==> src/rtl/vga_pkg.sv <==
// Shared 640x480@60 raster constants and the renderer's board placement.
package vga_pkg;

    localparam int DEF_H_VISIBLE = 640;
    localparam int DEF_H_FP      = 16;
    localparam int DEF_H_SYNC    = 96;
    localparam int DEF_H_BP      = 48;
    localparam int DEF_V_VISIBLE = 480;
    localparam int DEF_V_FP      = 10;
    localparam int DEF_V_SYNC    = 2;
    localparam int DEF_V_BP      = 33;

    localparam int DEF_H_TOTAL = DEF_H_VISIBLE + DEF_H_FP + DEF_H_SYNC + DEF_H_BP;
    localparam int DEF_V_TOTAL = DEF_V_VISIBLE + DEF_V_FP + DEF_V_SYNC + DEF_V_BP;
    localparam int DEF_CW      = 10;

    // Top-left pixel of the minesweeper board inside the visible area.
    localparam int BOARD_X0 = 160;
    localparam int BOARD_Y0 = 80;

endpackage

==> src/rtl/vga_axis_counter.sv <==
// Mod-N raster counter with terminal-count flag and a registered sync window.
module vga_axis_counter
    import vga_pkg::*;
#(
    parameter int CW          = DEF_CW,
    parameter int N           = DEF_H_TOTAL,
    parameter int WIN_START   = DEF_H_VISIBLE + DEF_H_FP,
    parameter int WIN_END     = DEF_H_VISIBLE + DEF_H_FP + DEF_H_SYNC,
    parameter bit SYNC_ACTIVE = 1'b0
) (
    input  logic          mclk,
    input  logic          clr,
    input  logic          en,
    output logic [CW-1:0] cnt,
    output logic [CW-1:0] nxt,
    output logic          wrap,
    output logic          sync
);

    assign wrap = (cnt == CW'(N - 1));

    // nxt equals cnt when idle, so the sync register simply tracks it every cycle.
    always_comb begin
        nxt = cnt;
        if (en)
            nxt = wrap ? '0 : cnt + CW'(1);
    end

    always_ff @(posedge mclk or posedge clr) begin
        if (clr) begin
            cnt  <= '0;
            sync <= ~SYNC_ACTIVE;
        end else begin
            cnt  <= nxt;
            sync <= (nxt >= CW'(WIN_START) && nxt < CW'(WIN_END)) ? SYNC_ACTIVE : ~SYNC_ACTIVE;
        end
    end

endmodule

==> src/rtl/vga_timing_gen.sv <==
// VGA raster timing: counters advance on pix_en, decode registered from next counts.
module vga_timing_gen
    import vga_pkg::*;
#(
    parameter int H_VISIBLE   = DEF_H_VISIBLE,
    parameter int H_FP        = DEF_H_FP,
    parameter int H_SYNC      = DEF_H_SYNC,
    parameter int H_BP        = DEF_H_BP,
    parameter int V_VISIBLE   = DEF_V_VISIBLE,
    parameter int V_FP        = DEF_V_FP,
    parameter int V_SYNC      = DEF_V_SYNC,
    parameter int V_BP        = DEF_V_BP,
    parameter bit SYNC_ACTIVE = 1'b0,
    parameter int CW          = DEF_CW
) (
    input  logic          mclk,
    input  logic          clr,
    input  logic          pix_en,
    output logic [CW-1:0] hcount,
    output logic [CW-1:0] vcount,
    output logic          hsync,
    output logic          vsync,
    output logic          video_on,
    output logic          line_start,
    output logic          frame_start
);

    localparam int H_TOTAL = H_VISIBLE + H_FP + H_SYNC + H_BP;
    localparam int V_TOTAL = V_VISIBLE + V_FP + V_SYNC + V_BP;

    logic [CW-1:0] h_nxt, v_nxt;
    logic          h_wrap, v_wrap;
    logic          v_en;

    assign v_en = pix_en & h_wrap;

    vga_axis_counter #(
        .CW(CW), .N(H_TOTAL),
        .WIN_START(H_VISIBLE + H_FP), .WIN_END(H_VISIBLE + H_FP + H_SYNC),
        .SYNC_ACTIVE(SYNC_ACTIVE)
    ) u_h (
        .mclk(mclk), .clr(clr), .en(pix_en),
        .cnt(hcount), .nxt(h_nxt), .wrap(h_wrap), .sync(hsync)
    );

    vga_axis_counter #(
        .CW(CW), .N(V_TOTAL),
        .WIN_START(V_VISIBLE + V_FP), .WIN_END(V_VISIBLE + V_FP + V_SYNC),
        .SYNC_ACTIVE(SYNC_ACTIVE)
    ) u_v (
        .mclk(mclk), .clr(clr), .en(v_en),
        .cnt(vcount), .nxt(v_nxt), .wrap(v_wrap), .sync(vsync)
    );

    always_ff @(posedge mclk or posedge clr) begin
        if (clr) begin
            video_on    <= 1'b1;
            line_start  <= 1'b0;
            frame_start <= 1'b0;
        end else begin
            video_on    <= (h_nxt < CW'(H_VISIBLE)) && (v_nxt < CW'(V_VISIBLE));
            line_start  <= v_en;
            frame_start <= v_en & v_wrap;
        end
    end

endmodule
==> config.mk <==
export PLATFORM = sky130hd
export DESIGN_NAME = vga_timing_gen
export DESIGN_NICKNAME = d
export VERILOG_FILES = /design/src/rtl/vga_pkg.sv /design/src/rtl/vga_axis_counter.sv /design/src/rtl/vga_timing_gen.sv
export SDC_FILE = /design/constraint.sdc
export NUM_CORES = 1
export LEC_CHECK = 0
export BUFFER_PORTS_ARGS = -buffer_cell sky130_fd_sc_hd__buf_2
export CAP_MARGIN = 40
export CORE_ASPECT_RATIO = 0.6
export CORE_MARGIN = 3
export CORE_UTILIZATION = 50
export DETAILED_ROUTE_END_ITERATION = 12
export GPL_TIMING_DRIVEN = 1
export PLACE_DENSITY_LB_ADDON = 0.05
export SYNTH_ARGS = -nofsm -noshare
export SYNTH_HDL_FRONTEND = slang
export SYNTH_SLANG_ARGS = --single-unit
==> constraint.sdc <==
create_clock -name mclk -period 3.1 [get_ports mclk]
set_input_delay 0.31 -clock mclk [delete_from_list [all_inputs] [get_ports mclk]]
set_output_delay 0.31 -clock mclk [all_outputs]
set_load 0.01 [all_outputs]
# Word-level counts from Yosys, hierarchy flattened
# Cells that the tools add are included.
[word_totals] regBits=25 latch_bits=0 ram_bits=0 mem_bits_ro=0 input_bits=3 out_inout_bits=25 memories=0
[classes] add_sub_neg=2 n_mul=0 div_mod_pow=0 magnitude_cmp=6 n_eq_ne=2 n_shift=0 n_mux=6 bitwise_logic=2 reduce_logical=3
[op_table] op="10-bit two-way mux" count=4
[op_table] op="10-bit by 1-bit adder with 10-bit output, second input constant" count=2
[op_table] op="10-bit equality test, second input constant" count=2
[op_table] op="10-bit less-than comparator, second input constant" count=2
[op_table] op="10-bit by 9-bit less-than comparator with 1-bit output, second input constant" count=2
[op_table] op="10-bit >= comparator, second input constant" count=1
[op_table] op="10-bit by 9-bit >= comparator with 1-bit output, second input constant" count=1
[op_table] op="1-bit logical AND" count=3
[op_table] op="1-bit AND" count=2
[op_table] op="1-bit two-way mux" count=2

# Depth between registers and ports, before layout
# Gate-level depths: netlist of the first run.
[logic_depth] depth_word=6 ltp_mapped=10 ltp_nobuf=8

# By module
# From an unflattened synthesis of the first run, not the netlist that was laid out.
[unflattened] hier_cells=154 hier_area_um2=1525.2
[modules_own_cells] mod="vga_axis_counter at u_v" instances=1 cells_per_inst=74 area_each_um2=711.9 seq_area_each_um2=276.5
[modules_own_cells] mod="vga_axis_counter at u_h" instances=1 cells_per_inst=71 area_each_um2=700.7 seq_area_each_um2=276.5
[modules_own_cells] mod="vga_timing_gen" instances=1 cells_per_inst=9 area_each_um2=112.6 seq_area_each_um2=76.3

# Least setup slack after synthesis of the first run
# No wires, ideal clock.
[synth_path] path_type="register to register" start="reg u_h.cnt[0]" end="reg u_v.sync" setup_ns=0.094 arrival_time_ns=2.676 t_required_ns=3.006 path_slack_ns=0.330 stages_incl_launch_ff=9 path_buffers=1 synth_period_minus_slack_ns=2.770 path_cell_list="dfrtp_1 > ha_1 > or4b_4 > or3_1 > buf_6 > or4_1 > o31ai_1 > nand2_1 > or4_1"
[synth_via] elab_chain_len=6
[synth_lines] item="start, declared" line="vga_axis_counter.sv:14" rtl="output logic [CW-1:0] cnt,"
[synth_lines] item="start signal, assigned" line="vga_axis_counter.sv:34" rtl="cnt <= nxt;"
[synth_lines] item="10-bit equality test (*)" line="vga_axis_counter.sv:20" rtl="assign wrap = (cnt == CW'(N - 1));"
[synth_lines] item="1-bit AND (*)" line="vga_timing_gen.sv:35" rtl="assign v_en = pix_en & h_wrap;"
[synth_lines] item="10-bit two-way mux (*)" line="vga_axis_counter.sv:25" rtl="if (en)"
[synth_lines] item="10-bit by 9-bit >= comparator with 1-bit output / 10-bit by 9-bit less-than comparator with 1-bit output (equally long branches)" line="vga_axis_counter.sv:35" rtl="sync <= (nxt >= CW'(WIN_START) && nxt < CW'(WIN_END)) ? SYNC_ACTIVE : ~SYNC_ACTIVE;"
[synth_lines] item="1-bit logical AND (*)" line="vga_axis_counter.sv:35"
[synth_lines] item="1-bit two-way mux (*)" line="vga_axis_counter.sv:35"
[synth_lines] item="end signal, assigned" line="vga_axis_counter.sv:32" rtl="sync <= ~SYNC_ACTIVE;"
[synth_lines] item="end signal, assigned" line="vga_axis_counter.sv:35"
[synth_lines] item="end, declared" line="vga_axis_counter.sv:17" rtl="output logic sync"
# Every way passes the cells marked *; elsewhere a longest branch is shown, timed or not.

# Worst setup path after layout of the first run
[layout_path] start="reg u_h.cnt[0]" end="reg u_v.sync"
[layout_via] elab_chain_len=6
[layout_lines] item="10-bit equality test (*)" line="vga_axis_counter.sv:20"
[layout_lines] item="1-bit AND (*)" line="vga_timing_gen.sv:35"
[layout_lines] item="10-bit two-way mux (*)" line="vga_axis_counter.sv:25"
[layout_lines] item="via u_v.nxt[6]" line="vga_axis_counter.sv:15" rtl="output logic [CW-1:0] nxt,"
[layout_lines] item="10-bit by 9-bit >= comparator with 1-bit output / 10-bit by 9-bit less-than comparator with 1-bit output (equally long branches)" line="vga_axis_counter.sv:35"
[layout_lines] item="1-bit logical AND (*)" line="vga_axis_counter.sv:35"
[layout_lines] item="1-bit two-way mux (*)" line="vga_axis_counter.sv:35"
# Mark *: on every way through the listed nets, which the timed path passes. The rest lies on a longest branch.

==> results by stage, run 1 <==
Clock network:
- The clock insertion delay at the later pin of the skew report is 270 ps.
- The count of clock tree sinks is 25.
- The clock tree from TritonCTS is built.
- The tree is rooted in a clkbuf_8.
- The number of setup buffers added after CTS is 0.
- The H-tree depth reported by CTS is 1.
- The number of buffers between clock root and the deepest sink is 2.
- The clock transition at the registers of the reported paths is 90 ps.
- Counting the buffers created by CTS gives 3.

Placement:
- The HPWL reported at the end of detailed placement is 2300 um.
- The final estimated routing congestion in global placement is 0.862.
- The number of buffers inserted by port buffering is 27.
- The post-placement setup slack is 173 ps.

Synth:
- The sequential share of the synthesized area is 0.472.
- By area the synthesized netlist is led by dfrtp_1 41%, dfstp_2 5.9%, nand2_1 4.2%.
- The number of enable flip-flop cells after synthesis is 0.
- The synthesized design contains 25 register bits.
- The synthesized-area fraction occupied by ao, oa, aoi and oai cells is 0.119.
- The most frequently used cell type in the post-synthesis netlist is dfrtp_1.
- Of the total synthesized cell area, the portion taken by full adders, half adders and majority gates is 0.0282.
- Of the total synthesized cell area, the portion taken by AND, OR, NAND and NOR gates is 0.262.
- Averaged over all synthesized cells, the footprint is 10.3 um^2.
- After synthesis, the largest family of logic cells by area is simple AND/OR/NAND/NOR gates.
- Synthesis produced a netlist whose cell count is 130.
- The biggest area contributor in the post-synthesis netlist is dfrtp_1.
- The main flop type after synthesis is dfrtp_1.
- The share of synthesized area in the top cell type comes to 0.413.
- The cell area that synthesis handed to floorplanning was 0.00133 mm^2.
- The distinct cell type count after synthesis is 44.
- The commonest cells after synthesis are 22 x dfrtp_1, 15 x nand2_1, 10 x o21ai_0.
- The share of async-settable or async-resettable flops after synthesis is 1.00.
- The net count after synthesis is 136.
- The area share of xor/xnor cells in the synthesized design is 0.0582.
- During synthesis, Yosys emitted a total of 0 warnings.
- Measured against the total synthesized area, the mux share comes to 0.00751.

Setup path:
- The worst endpoint required time is 3300 ps.
- The signal on the critical path passes through ha_1, or4b_4, or3_4, clkinv_4, nand4_4, xnor2_2, nand4_1, or4_1.
- The cell family contributing the most delay on the critical path is simple AND/OR/NAND/NOR gates.
- Among all stages on the critical path, the largest delay is contributed by or4b_4.
- The number of buffers and inverters on the critical path is 1.
- The data arrival time at the worst-slack endpoint is 3020 ps.
- In this run the worst path has a maximum fanout of 11.
- STA classifies the critical path endpoint as a flip-flop.
- The largest single stage delay on the critical path is 500 ps.
- The setup path with the least slack is of type reg -> reg.
- The startpoint kind of the worst setup timing path is a flip-flop.

STA:
- For the pin with the worst max-slew slack, the measured transition is 537 ps.
- The post-route fraction of the period consumed by the critical path is 0.911.
- Setup violations remaining at the end of the flow were counted as 0.
- The shortest period the worst path allows is 2830 ps.
- Hold timing on the final database bottoms out at a slack of 331 ps.
- Setup total negative slack on the finished layout was measured at 0 ps.
- The clock tree skew after final layout is 8.03 ps.
- For this run, the top clock speed supported by timing is 0.354 GHz.
- The headroom to the max-slew limit is 0.639.
- The count of endpoints failing hold in the final timing report is 0.
- The count of pins over their slew limit is 0.
- The final worst slack is 275 ps.
- Setup repair after global routing left no endpoint under its margin.

Pwr:
- The worst vdd rail ir drop is 361 uV.
- Dividing total power by cell area gives a power density of 483 mW/mm^2.
- The reported leakage power is 0.767 nW.
- The total power consumption of the routed design is 0.756 mW.

Floorplanning:
- In this run the vertical extent of the chip is 46.0 um.
- The boundary pin count is 28.
- After floorplanning, the core was divided into 13 placement rows.
- The initial core utilization is 0.569.
- The core region is 0.00234 mm^2.
- The die covers 0.00334 mm^2.
- The floorplan step set the die width to 72.6 um.

Global route:
- The global-route usage over all layers is 0.204.
- Global routing finished with a remaining overflow of 0.
- Entering global routing, the biggest net connects 22 pins.
- The number of global-route vias before repair is 997.
- The initial antenna violation count is 0.
- The first global-routing pass estimated 5110 um of wire.

Routing:
- In the final routed layout, each cell accounts on average for 16.3 um.
- The number of nets with antenna violations after routing is 0.
- The routed design has 3070 um of wire.
- The number of vias per cell after detailed routing is 5.99.
- The detailed-routing iteration count for the pre-antenna-repair pass is 4.
- The overall via count from detail_route is 1133.
- In the routed design, unresolved DRC markers number 0.
- In this run, the number of DRC markers left after iteration 0 of detailed routing was 99.

Layout:
- The filler cells instantiated in the layout total 190.
- The final layout contains 166 nets.
- Of the cells placed in the final design, the portion with a size suffix greater than 1 is 0.283.
- The layout overhead on the synthesized area is 17.5%.
- The antenna diode count is 0.
- The final core area utilization is 0.668.

Status:
- The run finished with clean final reports.

Min path:
- The path class of the tightest hold or removal check is in -> reg.

Job:
- The count of maximum capacitance violations is 0.
layout make-up:
| cell class | instances | area [um^2] | area share |
|---|---|---|---|
| multi-input combinational | 93 | 638 | 0.408 |
| tap | 30 | 37.5 | 0.0240 |
| sequential | 25 | 629 | 0.402 |
| timing repair buffer | 30 | 180 | 0.115 |
| clock inverter | 1 | 7.51 | 0.00480 |
| inverter | 7 | 31.3 | 0.0200 |
| clock buffer | 3 | 41.3 | 0.0264 |
placed cells by master (no fill, tap or decap), types with 3 or more instances in the layout:
cell       n
buf_2     27
dfrtp_1   22
nand2_1   15
o21ai_0   10
nand4_1    9
inv_1      6
nand3_1    6
or4_1      4
xor2_1     4
nor2_1     4
nor3_1     3
xnor2_1    3
ha_1       3
clkbuf_8   3
dfstp_2    3
state kept, by name, summed over array words and instances, names as in the netlist:
| register | cells |
|---|---|
| u_v.cnt | 10 |
| u_h.sync | 1 |
| line_start | 1 |
| frame_start | 1 |
| u_h.cnt | 10 |
| video_on | 1 |
| u_v.sync | 1 |
where the power goes:
group	internal, mW	switching, mW
logic	0.0674	0.0784
registers	0.359	0.0522
clock network	0.0911	0.107
total	0.518	0.238
kinds of logic (layout without fill, tap and decap cells):
| kind of cell | Yosys count | in the layout |
|---|---|---|
| adder cells (fa/ha/maj) | 3 | 3 |
| multiplexers | 1 | 1 |
| flip-flops | 25 | 25 |
| AND/OR/NAND/NOR | 58 | 58 |
| AO/OA/AOI/OAI | 23 | 23 |
| buffers and inverters | 12 | 41 |
| XOR/XNOR | 8 | 8 |
what timing repair did:
action,CTS,global route
hold buffers,1,0
gates resized for setup,0,1
hold endpoints to repair,4,0
endpoints found under the setup margin,0,1
per-stage QoR:
step	instance area, um^2	std cells
6_report	1570	189
5_1_grt	1570	189
4_1_cts	1560	189
3_5_place_dp	1500	184
3_3_place_gp	1470	183
2_1_floorplan	1330	130
final timing paths:
path                       cells after the start  slack [ps]                     to                  from
max                                            8         270     u_v.sync$_DFF_PP1_  u_h.cnt[0]$_DFF_PP0_
min                                            2         330   u_h.cnt[0]$_DFF_PP0_                pix_en
max reg2reg                                    8         270     u_v.sync$_DFF_PP1_  u_h.cnt[0]$_DFF_PP0_
min reg2reg                                    1         560   u_h.cnt[0]$_DFF_PP0_  u_h.cnt[0]$_DFF_PP0_
max in group asynchronous                      4        2130     u_h.sync$_DFF_PP1_                   clr
min in group asynchronous                      3         500  frame_start$_DFF_PP0_                   clr
routing by layer:
layer  routed length [um]  vias up  track usage
li1                     -      535            -
met1                 1530      548        0.313
met2                 1290       48        0.290
met3                  242        2       0.0595
met4                   10        0       0.0257
met5                    0        -            0
(Power assumes the default switching activity.)
==> inputs of run 2 (changes only) <==
--- a/config.mk
+++ b/config.mk
@@ -5,11 +5,13 @@
 export SDC_FILE = /design/constraint.sdc
 export NUM_CORES = 1
 export LEC_CHECK = 0
+export ABC_AREA = 1
 export BUFFER_PORTS_ARGS = -buffer_cell sky130_fd_sc_hd__buf_2
 export CAP_MARGIN = 40
 export CORE_ASPECT_RATIO = 0.6
 export CORE_MARGIN = 3
 export CORE_UTILIZATION = 50
+export CTS_BUF_LIST = sky130_fd_sc_hd__clkbuf_8
 export DETAILED_ROUTE_END_ITERATION = 12
 export GPL_TIMING_DRIVEN = 1
 export PLACE_DENSITY_LB_ADDON = 0.05
==> results by stage, run 2 <==
Pwr:
- The reported leakage power is 0.952 nW (was 0.767 nW).
- The total power consumption of the routed design is 0.985 mW (was 0.756 mW).
- The power per cell area is 544 mW/mm^2 (was 483 mW/mm^2).
- The worst vdd rail ir drop is 493 uV (was 361 uV).

Routing:
- The violation count after the first detailed-routing iteration is 129 (was 99).
- The detailed-routing iteration count for the pre-antenna-repair pass is 4 (unchanged).
- The number of nets with antenna violations after routing is 0 (unchanged).
- The overall via count from detail_route is 1460 (was 1133).
- The number of vias per cell after detailed routing is 5.05 (was 5.99).
- The residual DRC count is 0 (unchanged).
- The average routed wire per standard cell is 13.2 um (was 16.3 um).
- The wire length reported by the detailed router is 3800 um (was 3070 um).

Clock network:
- The count of clock tree sinks is 25 (unchanged).
- The number of setup buffers added after CTS came to 0 (unchanged).
- The clock transition at the registers of the reported paths is 90 ps (about the same).
- The H-tree depth reported by CTS came to 1 (unchanged).
- The number of buffers between clock root and the deepest sink was 2 (unchanged).
- The clock tree from TritonCTS was built (unchanged).
- The root buffer cell is clkbuf_8 (unchanged).
- The clock insertion delay at the later pin of the skew report is 270 ps (about the same).
- The number of buffers added by the clock tree synthesis step is 3 (unchanged).

Layout:
- The antenna diode count is 0 (unchanged).
- Top Registers: u_h.cnt x10, u_v.cnt x10 (unchanged).
- Most frequent cells in the layout: 62 x nand2_1, 32 x inv_1, 27 x nor2_1, 27 x buf_2 (was 27 x buf_2, 22 x dfrtp_1, 15 x nand2_1, 10 x o21ai_0, 9 x nand4_1).
- The total area of multi-input combinational cells is 778 um^2 (was 638 um^2).
- The final-stage net count is 256 (was 166).
- The number of fill cells in the layout is 257 (was 190).
- The layout overhead on the synthesized area is 16.2% (was 17.5%).
- The share of cells above drive strength 1 is 0.197 (was 0.283).
- The sequential cell area in the final layout is 629 um^2 (unchanged).
- The most common cell after layout, fill and taps aside is nand2_1 (was buf_2).

Synth:
- Leading cell types by count after synthesis: 62 x nand2_1, 32 x inv_1, 27 x nor2_1 (was 22 x dfrtp_1, 15 x nand2_1, 10 x o21ai_0).
- The sequential share of the synthesized area is 0.404 (was 0.472).
- The share of async-settable or async-resettable flops after synthesis is 1.00 (unchanged).
- The net count after synthesis is 224 (was 136).
- The cell type contributing the most total cell area after synthesis is dfrtp_1 (unchanged).
- The count of yosys warnings during synthesis is 0 (unchanged).
- The synthesized-area fraction occupied by ao, oa, aoi and oai cells came to 0.0386 (was 0.119).
- The mux contribution to synthesized area is 0 (was 0.00751).
- The largest family of logic cells by synthesized area is simple AND/OR/NAND/NOR gates (unchanged).
- The main flop type after synthesis is dfrtp_1 (unchanged).
- The number of enable flip-flop cells after synthesis is 0 (unchanged).
- The synthesized area per cell is 7.15 um^2 (was 10.3 um^2).
- The total standard cell area after synthesis came to 0.00156 mm^2 (was 0.00133 mm^2).
- The share of synthesized cell area in and, or, nand and nor gates is 0.409 (was 0.262).
- The area share of xor/xnor cells in the synthesized design is 0.0281 (was 0.0582).
- The number of synthesized register bits came to 25 (unchanged).
- The distinct cell type count after synthesis is 28 (was 44).
- The top cell type's share of synthesized area was 0.353 (was 0.413).
- The post-synthesis adder-cell area fraction came to 0.0241 (was 0.0282).
- Synth top area cells: dfrtp_1 35%, nand2_1 15%, inv_1 7.7% (was dfrtp_1 41%, dfstp_2 5.9%, nand2_1 4.2%).
- The most frequently used cell type in the post-synthesis netlist is nand2_1 (was dfrtp_1).
- The gate count of the mapped netlist is 218 (was 130).

Setup path:
- The number of buffers and inverters on the critical path is 3 (was 1).
- The cell seen most often among critical-path stages is nand2_1.
- The highest cell delay on the worst timing path is 430 ps (was 500 ps).
- Series of cell instances along the critical path: ha_1, inv_1, nor2_4, nand4_4, clkinv_1, nand2_1, nand2_1, inv_2, nand2_1, nor2_2, nand3_1 (was ha_1, or4b_4, or3_4, clkinv_4, nand4_4, xnor2_2, nand4_1, or4_1).
- The startpoint kind of the worst setup timing path is a flip-flop (unchanged).
- The data arrival time at the worst-slack endpoint is 2040 ps (was 3020 ps).
- The launch point of the worst reg-to-reg path was u_h.cnt[0]$_DFF_PP0_ (unchanged).
- The highest fanout seen on the critical path was 15 (was 11).
- The cell depth of the worst flop-to-flop path was 11 (was 8).
- The cell family with the largest share of critical-path delay is simple AND/OR/NAND/NOR gates (unchanged).
- The endpoint of the lowest-slack register-to-register path is u_v.sync$_DFF_PP1_ (unchanged).
- The endpoint class of the critical path is a flip-flop (unchanged).
- The kind of critical path is reg -> reg (unchanged).
- The cell with the largest stage delay on the worst path is dfrtp_1 (was or4b_4).
- The instance count on the critical path is 11 (was 8).
- The worst setup slack for register-to-register paths is 1250 ps (was 270 ps).
- The worst endpoint required time is 3290 ps (was 3300 ps).

Placement:
- The number of buffers inserted by port buffering is 27 (unchanged).
- The post-placement setup slack is 1270 ps (was 173 ps).
- The final estimated routing congestion in global placement was 0.905 (was 0.862).
- The HPWL reported at the end of detailed placement is 3050 um (was 2300 um).

Floorplanning:
- The initial core utilization is 0.570 (was 0.569).
- The core box area is 0.00273 mm^2 (was 0.00234 mm^2).
- The overall die height is 49.2 um (was 46.0 um).
- The number of standard-cell rows in the floorplan was 14 (was 13).
- The die width is 78.1 um (was 72.6 um).
- The die footprint is 0.00384 mm^2 (was 0.00334 mm^2).
- The boundary pin count came to 28 (unchanged).

Global route:
- The global-route usage over all layers is 0.213 (was 0.204).
- The number of global-route vias before repair was 1215 (was 997).
- The initial antenna violation count is 0 (unchanged).
- The largest net degree at the start of global routing is 22 (unchanged).
- The total global routing overflow was 0 (unchanged).
- The global-route wire length before repair is 6330 um (was 5110 um).

Min path:
- The end point of the most critical hold path was u_h.cnt[0]$_DFF_PP0_ (unchanged).
- The type of the worst min-delay path is in -> reg (unchanged).
- The instance count along the most critical hold path is 2 (unchanged).
- The start point of the worst min-delay path is pix_en (unchanged).

STA:
- The total negative slack is 0 ps (unchanged).
- The count of pins over their slew limit is 0 (unchanged).
- The clock tree skew after final layout is 5.19 ps (was 8.03 ps).
- The final worst slack is 1250 ps (was 275 ps).
- Setup repair after global routing missed its margin: no (unchanged).
- The actual transition at the worst max-transition pin is 344 ps (was 537 ps).
- The number of failing setup endpoints in the final timing report is 0 (unchanged).
- The headroom to the max-slew limit is 0.770 (was 0.639).
- The shortest period the worst path allows is 1850 ps (was 2830 ps).
- The post-route fraction of the period consumed by the critical path was 0.595 (was 0.911).
- The count of endpoints failing hold in the final timing report is 0 (unchanged).
- The achievable frequency was 0.542 GHz (was 0.354 GHz).

Job:
- The count of maximum capacitance violations is 0 (unchanged).

Status:
- Status: finished clean (unchanged).
-- run 2: changes by cell type after synthesis, moves of 3 or more --
cell     before  now
nand2_1      15   62
nor2_4        0    3
nand2_2       0    4
o21ai_0      10    4
nor2_1        4   27
nand3_1       6   22
o21ai_1       0    3
or4_1         4    0
inv_1         6   32
-- run 2: report_power, final --
part	leakage [nW]	internal, mW	total (mW)	switching [mW]
Clock	0.0217	0.0910	0.196	0.105
Combinational	0.642	0.115	0.326	0.211
Sequential	0.288	0.386	0.463	0.0765
-- run 2: timing repair --
action,in CTS,in global routing
resized for setup,0,0
hold buffers,1,0
hold endpoints to repair,3,0
-- run 2: kinds of logic (layout without fill, tap and decap cells) --
family / count (synthesis) / count (layout)
AND/OR/NAND/NOR: 137 / 137
XOR/XNOR: 5 / 5
adder cells (fa/ha/maj): 3 / 3
flip-flops: 25 / 25
buffers and inverters: 37 / 68
AO/OA/AOI/OAI: 11 / 11
-- run 2: worst max path at each step --
stage	from	endpoint	slack (ps)
finish	u_h.cnt[0]$_DFF_PP0_	u_v.sync$_DFF_PP1_	1250
global route	u_h.cnt[0]$_DFF_PP0_	u_v.sync$_DFF_PP1_	1090
CTS	u_h.cnt[0]$_DFF_PP0_	u_v.sync$_DFF_PP1_	1260
detailed placement	u_h.cnt[0]$_DFF_PP0_	u_v.sync$_DFF_PP1_	1270
global placement	u_h.cnt[0]$_DFF_PP0_	u_v.sync$_DFF_PP1_	1320
floorplan	u_h.cnt[0]$_DFF_PP0_	u_v.sync$_DFF_PP1_	1560
-- run 2: layout make-up --
type	count	share of cell area
clock buffer	3	0.0228
clock inverter	1	0.00415
inverter	35	0.0726
multi-input combinational	156	0.430
sequential	25	0.348
tap	40	0.0276
timing repair buffer	29	0.0954
-- run 2: worst reg2reg max path: cells and delay by family, from the launching register on --
family                     cells  cell delay [ps]
and+or+nand+nor                7              730
buffers and inverters          3              370
DFF                            1              430
adders and majority gates      1              230
-- run 2: through the flow --
step	cell area (um^2)	std cells	hold WS, ps	utilization
4_1_cts	1810	289	375	0.663
6_report	1810	289	389	0.663
3_3_place_gp	1720	283	517	0.631
2_1_floorplan	1560	218	335	-
3_5_place_dp	1750	284	249	0.641
5_1_grt	1810	289	399	0.663
-- run 2: routing by layer --
metal | up-vias | global-route usage | part of all wire
met2 | 58 | 0.232 | 0.34
met4 | 0 | 0.0174 | 0.0032
met5 | - | 0 | 0
met1 | 648 | 0.378 | 0.56
li1 | 752 | - | -
met3 | 2 | 0.0775 | 0.095
